File: config.mk
export PLATFORM = sky130hd
export DESIGN_NAME = chunked_add_seq
export DESIGN_NICKNAME = d
export VERILOG_FILES = /design/src/rtl/chunked_add_seq.sv
export SDC_FILE = /design/constraint.sdc
export NUM_CORES = 1
export LEC_CHECK = 0
export CAP_MARGIN = 10
export CORE_MARGIN = 2
export CORE_UTILIZATION = 60
export CTS_BUF_LIST = sky130_fd_sc_hd__clkbuf_4
export CTS_CLUSTER_DIAMETER = 60
export DETAILED_ROUTE_END_ITERATION = 10
export DONT_BUFFER_PORTS = 1
export HOLD_SLACK_MARGIN = 0.06
export PLACE_DENSITY = 0.74
export SLEW_MARGIN = 20
export SYNTH_ARGS = -nofsm -noshare
export SYNTH_HDL_FRONTEND = slang
export SYNTH_SLANG_ARGS = --single-unit
File: constraint.sdc
create_clock -name clk -period 9.3 [get_ports clk]
set_clock_uncertainty 0.05 [all_clocks]
set_input_delay 1.395 -clock clk [delete_from_list [all_inputs] [get_ports clk]]
set_output_delay 1.395 -clock clk [all_outputs]
set_load 0.01 [all_outputs]
File: src/rtl/chunked_add_seq.sv
// Multi-cycle adder: one CHUNK-bit slice per cycle, LS chunk first, carry kept in a register.
// Operands in and result out through valid/ready handshakes.
module chunked_add_seq #(
   parameter int WIDTH = 64,
   parameter int CHUNK = 8
) (
   input  logic             clk,
   input  logic             rst_n,
   input  logic             in_valid,
   output logic             in_ready,
   input  logic [WIDTH-1:0] a,
   input  logic [WIDTH-1:0] b,
   input  logic             carry_in,
   output logic             out_valid,
   input  logic             out_ready,
   output logic [WIDTH-1:0] sum,
   output logic             carry_out,
   output logic             busy
);
   localparam int NCHUNK = WIDTH / CHUNK;
   localparam int IDXW   = (NCHUNK > 1) ? $clog2(NCHUNK) : 1;
   localparam logic [IDXW-1:0] LAST = IDXW'(NCHUNK - 1);

   typedef enum logic [1:0] {IDLE, RUN, DONE} state_e;

   state_e            state_q;
   logic [WIDTH-1:0]  a_q, b_q, sum_q, sum_d;
   logic              carry_q, cout_q;
   logic [IDXW-1:0]   idx_q;

   logic [WIDTH-1:0]  a_sh, b_sh, mask, slice;
   logic [CHUNK:0]    add;
   int unsigned       base;

   // Shift the active chunk down to bit 0 rather than using a variable part-select,
   // so the NCHUNK == 1 case never forms an out-of-range select.
   always_comb begin
      base  = 32'(idx_q) * CHUNK;
      a_sh  = a_q >> base;
      b_sh  = b_q >> base;
      add   = {1'b0, a_sh[CHUNK-1:0]} + {1'b0, b_sh[CHUNK-1:0]} + {{CHUNK{1'b0}}, carry_q};
      mask  = WIDTH'({CHUNK{1'b1}}) << base;
      slice = WIDTH'(add[CHUNK-1:0]) << base;
      sum_d = (sum_q & ~mask) | slice;
   end

   always_ff @(posedge clk or negedge rst_n) begin
      if (!rst_n) begin
         state_q <= IDLE;
         a_q     <= '0;
         b_q     <= '0;
         sum_q   <= '0;
         carry_q <= 1'b0;
         cout_q  <= 1'b0;
         idx_q   <= '0;
      end else begin
         case (state_q)
            IDLE: if (in_valid) begin
               a_q     <= a;
               b_q     <= b;
               carry_q <= carry_in;
               sum_q   <= '0;
               idx_q   <= '0;
               state_q <= RUN;
            end
            RUN: begin
               sum_q   <= sum_d;
               carry_q <= add[CHUNK];
               if (idx_q == LAST) begin
                  cout_q  <= add[CHUNK];
                  idx_q   <= '0;
                  state_q <= DONE;
               end else begin
                  idx_q <= idx_q + 1'b1;
               end
            end
            DONE: if (out_ready) state_q <= IDLE;
            default: state_q <= IDLE;
         endcase
      end
   end

   assign in_ready  = (state_q == IDLE);
   assign out_valid = (state_q == DONE);
   assign busy      = (state_q != IDLE);
   assign sum       = sum_q;
   assign carry_out = cout_q;
endmodule

==> impl_metrics.env, run 1 <==
export IMPL_timing_reg2reg_setup_slack_ps=5090
export IMPL_cts_resized_gates=0
export IMPL_wire_per_inst_um=24.8
export IMPL_cts_clk_slew_worst_paths_ps=160
export IMPL_io_buffer_count=0
export IMPL_final_common_cell="dfrtp_1"
export IMPL_syn_area_per_cell_sq_um=15.3
export IMPL_combPwrFrac=0.535
export IMPL_crit_type="register to register"
export IMPL_post_route_min_period_ps=4210
export IMPL_status="finished clean"
export IMPL_rsz0062_at_grt="no"
export IMPL_syn_inst=607
export IMPL_finalHoldViolations=0
export IMPL_swShare=0.424
export IMPL_pin_count=201
export IMPL_die_y_um=129
export IMPL_reg2reg_depth=12
export IMPL_syn_to_final_growth_pct=4.07
export IMPL_clockPowerShare=0.114
export IMPL_seqPwrFrac=0.351
export IMPL_finalWorstSetupSlack_ps=5090
export IMPL_wirelength_mm=20.0
export IMPL_synth_edf_count=0
export IMPL_synth_seq_cells=199
export IMPL_power_density_nw_per_um2=468
export IMPL_cts_tree="done"
export IMPL_critPathRequiredTime_ps=9780
export IMPL_dpl_hpwl_mm=14.3
export IMPL_crit_arrival_ps=4700
export IMPL_cts_root_buf="clkbuf_4"
export IMPL_finalSetupViolCount=0
export IMPL_hold_ws_ps=421
export IMPL_grt_pass1_vias=5488
export IMPL_cts_buffers=17
export IMPL_worstMarginPinSlew_ps=1180
export IMPL_drive_gt1_frac=0.357
export IMPL_critPathMaxFanout=21
export IMPL_drc=0
export IMPL_cts_sinks=199
export IMPL_clock_latency_ps=590
export IMPL_holdCritPathClass="input port to asynchronous set/reset pin"
export IMPL_max_freq_mhz=237
export IMPL_fin_tns_setup_ps=0
export IMPL_gp_congestion=0.858
export IMPL_core_area_sq_um=15200
export IMPL_synth_ff_type="dfrtp_1"
export IMPL_switchingPower_mw=1.93
export IMPL_dp_cells=772
export IMPL_grt_pass1_wl_mm=30.9
export IMPL_grt_overflow_total=0
export IMPL_intPower_mw=2.62
export IMPL_grt_usage=0.250
export IMPL_rows=45
export IMPL_die_area_sq_um=16500
export IMPL_h_tree_depth=4
export IMPL_drtAntennaViolNets=0
export IMPL_async_reset_ff_frac=1.00
export IMPL_grt_max_degree=200
export IMPL_vias=5055
export IMPL_nNetsFinal=751
export IMPL_start_util=0.613
export IMPL_irDropWorstVdd_mv=0.325
export IMPL_netlist_area_sq_um=9320
export IMPL_yosysSeqAreaShare=0.535
export IMPL_synthesis_nets=755
export IMPL_finalCritPeriodShare=0.453
export IMPL_antenna_found_initial=1
export IMPL_final_cell_mix="197 x dfrtp_1, 90 x mux2_4, 66 x nand2_1, 65 x a22o_1, 39 x mux2_2"
export IMPL_viasPerCell=6.26
export IMPL_pre_cts_ws_ps=5070
export IMPL_cap_violations=0
export IMPL_cellLeakagePower_nw=4.40
export IMPL_post_cts_setup_buffer_count=0
export IMPL_r2r_start="idx_q[0]"
export IMPL_endpoint_kind="register"
export IMPL_drtIter0Drc=324
export IMPL_finalNonFillerCells=808
export IMPL_holdBufCountCts=0
export IMPL_dr_pass1_iters=6
export IMPL_clockBufferDepth=2
export IMPL_slew_headroom=0.209
export IMPL_drv_slew=0
export IMPL_critPathLaunchType="register"
export IMPL_timing_rr_end="sum[6]"
export IMPL_synth_cell_types=44
export IMPL_ys_warn_count=0
export IMPL_die_w_um=129
layer usage:
layer | track usage | up-vias | share of wire
met3 | 0.0927 | 41 | 0.080
met2 | 0.404 | 198 | 0.49
met4 | 0.104 | 0 | 0.027
li1 | - | 2244 | -
met5 | 0 | - | 0
met1 | 0.308 | 2572 | 0.40
power groups by stage:
stage               clock network, mW  logic [mW]  registers [mW]
finish                          0.519        2.43            1.59
CTS                             0.530        2.40            1.59
global placement                    0        2.30            1.59
global route                    0.569        2.60            1.64
detailed placement                  0        2.39            1.61
floorplan                           0        1.86            1.48
sequential cells by signal, summed over array words and instances (netlist names):
signal and cells:
a_q 64, b_q 64, sum 64, idx_q 3
state_q 2, carry_out 1, carry_q 1
logic make-up after synthesis:
| logic type | after synthesis | synth area share |
|---|---|---|
| and+or+nand+nor | 98 | 0.0559 |
| DFF | 199 | 0.535 |
| muxes | 161 | 0.270 |
| xor gates and xnor gates | 5 | 0.00470 |
| AOI/OAI and AO/OA | 91 | 0.0815 |
| adders and majority gates | 15 | 0.0218 |
| buffers and inverters | 38 | 0.0321 |
Yosys cell counts (all sizes together), types with 2 or more instances:
library cell | count | area, sq um
nor3 | 5 | 51.3
clkbuf | 2 | 7.51
nor4 | 4 | 85.1
nor2 | 9 | 41.3
a21o | 2 | 15.0
nand3 | 2 | 10.0
nand2b | 4 | 25.0
buf | 26 | 254
o211ai | 2 | 15.0
fa | 2 | 40.0
nor2b | 2 | 12.5
inv | 9 | 33.8
a22o | 65 | 569
ha | 13 | 163
mux4 | 32 | 721
xnor2 | 5 | 43.8
and2 | 3 | 21.3
mux2 | 129 | 1790
a21oi | 10 | 83.8
nand2 | 68 | 265
dfrtp | 199 | 4980
o21ai | 5 | 25.0
metrics by stage:
step	instance area, sq um	utilization	power (mW)
after floorplan	9320	-	3.34
after global placement	9330	0.614	3.89
after detailed placement	9330	0.614	4.00
after CTS	9670	0.636	4.52
after global routing	9700	0.638	4.81
final	9700	0.638	4.54
cell type report:
type | instances | area (sq um)
well taps | 188 | 235
fillers | 1121 | 5510
inverters | 10 | 37.5
clock buffers | 20 | 150
multi-input cells | 370 | 4050
flip-flops and latches | 199 | 4980
repair buffers | 5 | 37.5
clock inverters | 12 | 190
diodes | 4 | 10.0
critical path, cell delays in order (launching register included):
cell      delay [ps]
dfrtp_2          810
buf_4            520
mux4_2           550
nand2_1           80
nand2_1           70
fa_1             440
inv_1            100
fa_1             220
nand2b_1         150
a21oi_1          100
o21a_1           220
nor2_1           550
a22o_1           260
worst max path at each step:
stage	startpoint	to	cells after the start
after floorplan	idx_q[0]	sum[14]	13
after global placement	idx_q[0]	sum[4]	12
after detailed placement	idx_q[0]	sum[28]	12
after CTS	idx_q[0]	sum[28]	12
after global routing	idx_q[0]	sum[6]	12
final	idx_q[0]	sum[6]	12
Note: power is estimated with default switching activity, not from simulation.
==> run 2: changes to the inputs <==
==> constraint.sdc (replaced) <==
create_clock -name clk -period 4.3 [get_ports clk]
set_clock_uncertainty 0.05 [all_clocks]
set_input_delay 0.645 -clock clk [delete_from_list [all_inputs] [get_ports clk]]
set_output_delay 0.645 -clock clk [all_outputs]
set_load 0.01 [all_outputs]
==> impl_metrics.env, run 2 (synthesis results as in run 1) <==
export IMPL_status="finished with violations"
export IMPL_violations="hold timing"
export IMPL_pre_cts_ws_ps=609
export IMPL_grt_pass1_vias=5422
export IMPL_dpl_hpwl_mm=14.1
export IMPL_clockBufferDepth=2
export IMPL_cts_clk_slew_worst_paths_ps=160
export IMPL_start_util=0.613
export IMPL_antenna_found_initial=1
export IMPL_cellLeakagePower_nw=4.40
export IMPL_critPathMaxFanout=14
export IMPL_holdBufCountCts=1
export IMPL_cap_violations=0
export IMPL_final_area_sq_um=9710
export IMPL_irDropWorstVdd_mv=0.963
export IMPL_wirelength_mm=19.8
export IMPL_vias=5175
export IMPL_core_area_sq_um=15200
export IMPL_nNetsFinal=755
export IMPL_rsz0062_at_grt="no"
export IMPL_die_area_sq_um=16500
export IMPL_timing_rr_end="sum[62]"
export IMPL_finalSetupViolCount=0
export IMPL_syn_to_final_growth_pct=4.27
export IMPL_grt_overflow_total=0
export IMPL_drtIter0Drc=313
export IMPL_utilization=0.639
export IMPL_dr_pass1_iters=5
export IMPL_crit_path_max_incr_delay_ps=700
export IMPL_r2r_start="idx_q[0]"
export IMPL_hold_ws_ps=-307
export IMPL_final_common_cell="dfrtp_1"
export IMPL_h_tree_depth=4
export IMPL_cts_root_buf="clkbuf_4"
export IMPL_power_density_nw_per_um2=1000
export IMPL_max_freq_mhz=270
export IMPL_drv_slew=0
export IMPL_grt_pass1_wl_mm=31.2
export IMPL_pin_count=201
export IMPL_grt_usage=0.251
export IMPL_rows=45
export IMPL_critPathRequiredTime_ps=4760
export IMPL_crit_arrival_ps=4160
export IMPL_final_cell_mix="197 x dfrtp_1, 90 x mux2_4, 66 x nand2_1, 65 x a22o_1, 39 x mux2_2"
export IMPL_cts_tree="done"
export IMPL_grt_max_degree=200
export IMPL_place_area_sq_um=9380
export IMPL_endpoint_kind="register"
export IMPL_finalWorstSetupSlack_ps=595
export IMPL_crit_type="register to register"
export IMPL_critPathLaunchType="register"
export IMPL_viasPerCell=6.40
export IMPL_cp_slowest_cell="dfrtp_2"
export IMPL_drive_gt1_frac=0.360
export IMPL_gp_congestion=0.854
export IMPL_holdCritPathClass="input port to asynchronous set/reset pin"
export IMPL_cts_sinks=199
export IMPL_wire_per_inst_um=24.5
export IMPL_post_route_min_period_ps=3700
export IMPL_path_cells="mux4_2 > nand2_1 > nand2_1 > fa_1 > inv_1 > fa_1 > nand2b_1 > a21oi_1 > o21a_1 > nor2_1 > a22o_1"
export IMPL_timing_reg2reg_setup_slack_ps=600
export IMPL_cts_buffers=17
export IMPL_die_y_um=129
export IMPL_finalHoldViolations=199
export IMPL_die_w_um=129
export IMPL_reg2reg_depth=11
export IMPL_slew_headroom=0.307
export IMPL_drc=0
export IMPL_finalCritPeriodShare=0.862
export IMPL_drtAntennaViolNets=0
export IMPL_fin_tns_setup_ps=0
export IMPL_worstSetupStartpoint="idx_q[0]"
export IMPL_worstMarginPinSlew_ps=1030
export IMPL_clock_latency_ps=570
export IMPL_io_buffer_count=0
run 2: cell types whose count changed in the layout (fill, tap and decap cells not counted), sizes merged:
cell / delta
inv: +3
clkinvlp: +2
clkbuf: -3
diode: -3
buf: +3
dlygate4sd3: +1
bufinv: -2
run 2: per-layer routing:
layer,vias to the layer above,track usage,routed length [um]
met5,-,0,0
met4,0,0.0850,397
met3,27,0.0757,1520
met2,210,0.399,9840
met1,2682,0.336,8070
li1,2256,-,-
run 2: area by class of cell:
type,instances,area (sq um)
Multi-Input combinational cell,370,4050
Clock buffer,17,128
Fill cell,1120,5490
Timing Repair Buffer,9,95.1
Antenna cell,1,2.50
Clock inverter,15,181
Sequential cell,199,4980
Tap cell,188,235
Inverter,10,37.5
run 2: repair_timing:
action / 4_1_cts / 5_1_grt
gates resized for setup: 0 / 0
buffers inserted: 0 / 0
endpoints found under the setup margin: 0 / 0
endpoints found under the hold margin: 200 / 199
run 2: per-stage QoR:
step / instances / power (mW)
global route: 809 / 10.4
global placement: 775 / 8.52
CTS: 808 / 9.74
detailed placement: 775 / 8.68
finish: 809 / 9.71
floorplan: 607 / 7.22
run 2: power breakdown:
part	switching (mW)	internal, mW
registers	0.733	2.73
logic	2.74	2.45
clock network	0.680	0.371
run 2: how the worst max path moves through the flow:
| stage | end | slack [ps] | cells after the start |
|---|---|---|---|
| global placement | sum[6] | 600 | 11 |
| floorplan | sum[14] | 1140 | 13 |
| detailed placement | sum[38] | 610 | 11 |
| CTS | sum[62] | 560 | 11 |
| finish | sum[62] | 600 | 11 |
| global route | sum[6] | 330 | 11 |
run 2: worst max-delay path, delay by kind of cell, from the launching register on:
| family | cells | cell delay, ps |
|---|---|---|
| adders and majority gates | 2 | 680 |
| and+or+nand+nor | 4 | 930 |
| buffers and inverters | 1 | 100 |
| DFF | 1 | 700 |
| muxes | 1 | 590 |
| AOI/OAI and AO/OA | 3 | 560 |
==> run 3: changes to the inputs <==
--- a/config.mk
+++ b/config.mk
@@ -13,6 +13,7 @@
 export DETAILED_ROUTE_END_ITERATION = 10
 export DONT_BUFFER_PORTS = 1
 export HOLD_SLACK_MARGIN = 0.06
+export MAX_ROUTING_LAYER = met4
 export PLACE_DENSITY = 0.74
 export SLEW_MARGIN = 20
 export SYNTH_ARGS = -nofsm -noshare
==> impl_metrics.env, run 3 (synthesis results as in run 1) <==
export IMPL_finalSetupViolCount=0
export IMPL_start_util=0.613
export IMPL_nNetsFinal=755
export IMPL_r2r_start="idx_q[0]"
export IMPL_seqPwrFrac=0.357
export IMPL_cts_root_buf="clkbuf_4"
export IMPL_cts_sinks=199
export IMPL_irDropWorstVdd_mv=0.941
export IMPL_grt_overflow_total=0
export IMPL_crit_path_max_incr_delay_ps=700
export IMPL_die_w_um=129
export IMPL_vias=5142
export IMPL_drc=0
export IMPL_grt_usage=0.259
export IMPL_final_cell_mix="197 x dfrtp_1, 90 x mux2_4, 66 x nand2_1, 65 x a22o_1, 39 x mux2_2"
export IMPL_syn_to_final_growth_pct=4.27
export IMPL_finalNonFillerCells=809
export IMPL_fin_tns_setup_ps=0
export IMPL_critPathRequiredTime_ps=4760
export IMPL_finalCritPeriodShare=0.866
export IMPL_crit_type="register to register"
export IMPL_grt_max_degree=200
export IMPL_wire_per_inst_um=24.5
export IMPL_grt_pass1_vias=5434
export IMPL_grt_pass1_wl_mm=31.1
export IMPL_dp_cells=775
export IMPL_io_buffer_count=0
export IMPL_cp_slowest_cell="dfrtp_2"
export IMPL_cts_tree="done"
export IMPL_wirelength_mm=19.8
export IMPL_combPwrFrac=0.534
export IMPL_drive_gt1_frac=0.360
export IMPL_pin_count=201
export IMPL_status="finished with violations"
export IMPL_power_density_nw_per_um2=998
export IMPL_cap_violations=0
export IMPL_die_area_sq_um=16500
export IMPL_holdCritPathClass="input port to asynchronous set/reset pin"
export IMPL_critPathMaxFanout=14
export IMPL_dpl_hpwl_mm=14.1
export IMPL_cts_clk_slew_worst_paths_ps=160
export IMPL_cellLeakagePower_nw=4.40
export IMPL_cts_buffers=17
export IMPL_final_common_cell="dfrtp_1"
export IMPL_violations="hold timing"
export IMPL_rsz0062_at_grt="no"
export IMPL_dr_pass1_iters=4
export IMPL_die_y_um=129
export IMPL_post_route_min_period_ps=3720
export IMPL_worstSetupStartpoint="idx_q[0]"
export IMPL_path_cells="mux4_2 > nand2_1 > nand2_1 > fa_1 > inv_1 > fa_1 > nand2b_1 > a21oi_1 > o21a_1 > nor2_1 > a22o_1"
export IMPL_antenna_found_initial=1
export IMPL_hold_ws_ps=-314
export IMPL_drtAntennaViolNets=0
export IMPL_worstMarginPinSlew_ps=977
export IMPL_switchingPower_mw=4.14
export IMPL_holdBufCountCts=1
export IMPL_rows=45
export IMPL_gp_congestion=0.868
export IMPL_intPower_mw=5.56
export IMPL_clock_latency_ps=580
export IMPL_post_cts_setup_buffer_count=0
export IMPL_core_area_sq_um=15200
export IMPL_finalHoldViolations=199
export IMPL_drv_slew=0
export IMPL_swShare=0.427
export IMPL_h_tree_depth=4
export IMPL_clockBufferDepth=2
export IMPL_drtIter0Drc=313
export IMPL_endpoint_kind="register"
export IMPL_clockPowerShare=0.109
export IMPL_crit_arrival_ps=4180
export IMPL_critPathLaunchType="register"
export IMPL_viasPerCell=6.36
export IMPL_max_freq_mhz=269
export IMPL_slew_headroom=0.349
run 3: cell counts in the layout (fill, tap and decap cells not counted):
Identical to the previous run, type by type.
run 3: per-stage QoR:
stage          setup slack, ps  total power [mW]   util  instance area [sq um]
6_report                   577              9.70  0.639                   9710
5_1_grt                    333              10.4  0.639                   9710
4_1_cts                    561              9.74  0.638                   9700
3_5_place_dp               609              8.68  0.617                   9380
3_3_place_gp               600              8.52  0.617                   9380
2_1_floorplan             1140              7.22      -                   9320
run 3: power by group through the flow:
stage	clock network [mW]	registers [mW]	logic (mW)
after floorplan	0	3.20	4.02
after global placement	0	3.47	5.04
after detailed placement	0	3.51	5.17
after CTS	1.08	3.47	5.19
after global routing	1.15	3.57	5.63
final	1.06	3.46	5.18
run 3: worst paths after layout:
| kind | endpoint | slack, ps | depth (start not counted) |
|---|---|---|---|
| min in group clk | a_q[4] | 140 | 1 |
| worst min register to register | state_q[0] | 470 | 1 |
| worst max-delay path | sum[62] | 580 | 11 |
| max in group asynchronous | a_q[13] | 4310 | 0 |
| worst max register to register | sum[62] | 580 | 11 |
| worst min-delay path | a_q[51] | -310 | 0 |
run 3: per-layer routing:
metal  routed length [um]  GRT usage
met3                 1430     0.0748
met1                 8120      0.338
met5                    0          -
met2                10100      0.399
met4                  213     0.0812
run 3: area by class of cell:
| class | count | area [sq um] |
|---|---|---|
| Multi-Input combinational cell | 370 | 4050 |
| Tap cell | 188 | 235 |
| Fill cell | 1120 | 5490 |
| Timing Repair Buffer | 9 | 95.1 |
| Clock inverter | 15 | 181 |
| Clock buffer | 17 | 128 |
| Antenna cell | 1 | 2.50 |
| Inverter | 10 | 37.5 |
| Sequential cell | 199 | 4980 |
run 3: critical path: cells and delay by family, from the launching register on:
kind,cells,cell delay [ps]
and+or+nand+nor,4,940
DFF,1,700
adders and majority gates,2,690
buffers and inverters,1,100
AOI/OAI and AO/OA,3,560
muxes,1,590
run 3: repair_timing:
item,in CTS,in global routing
resized for setup,0,0
setup endpoints to repair,0,0
hold endpoints to repair,200,199
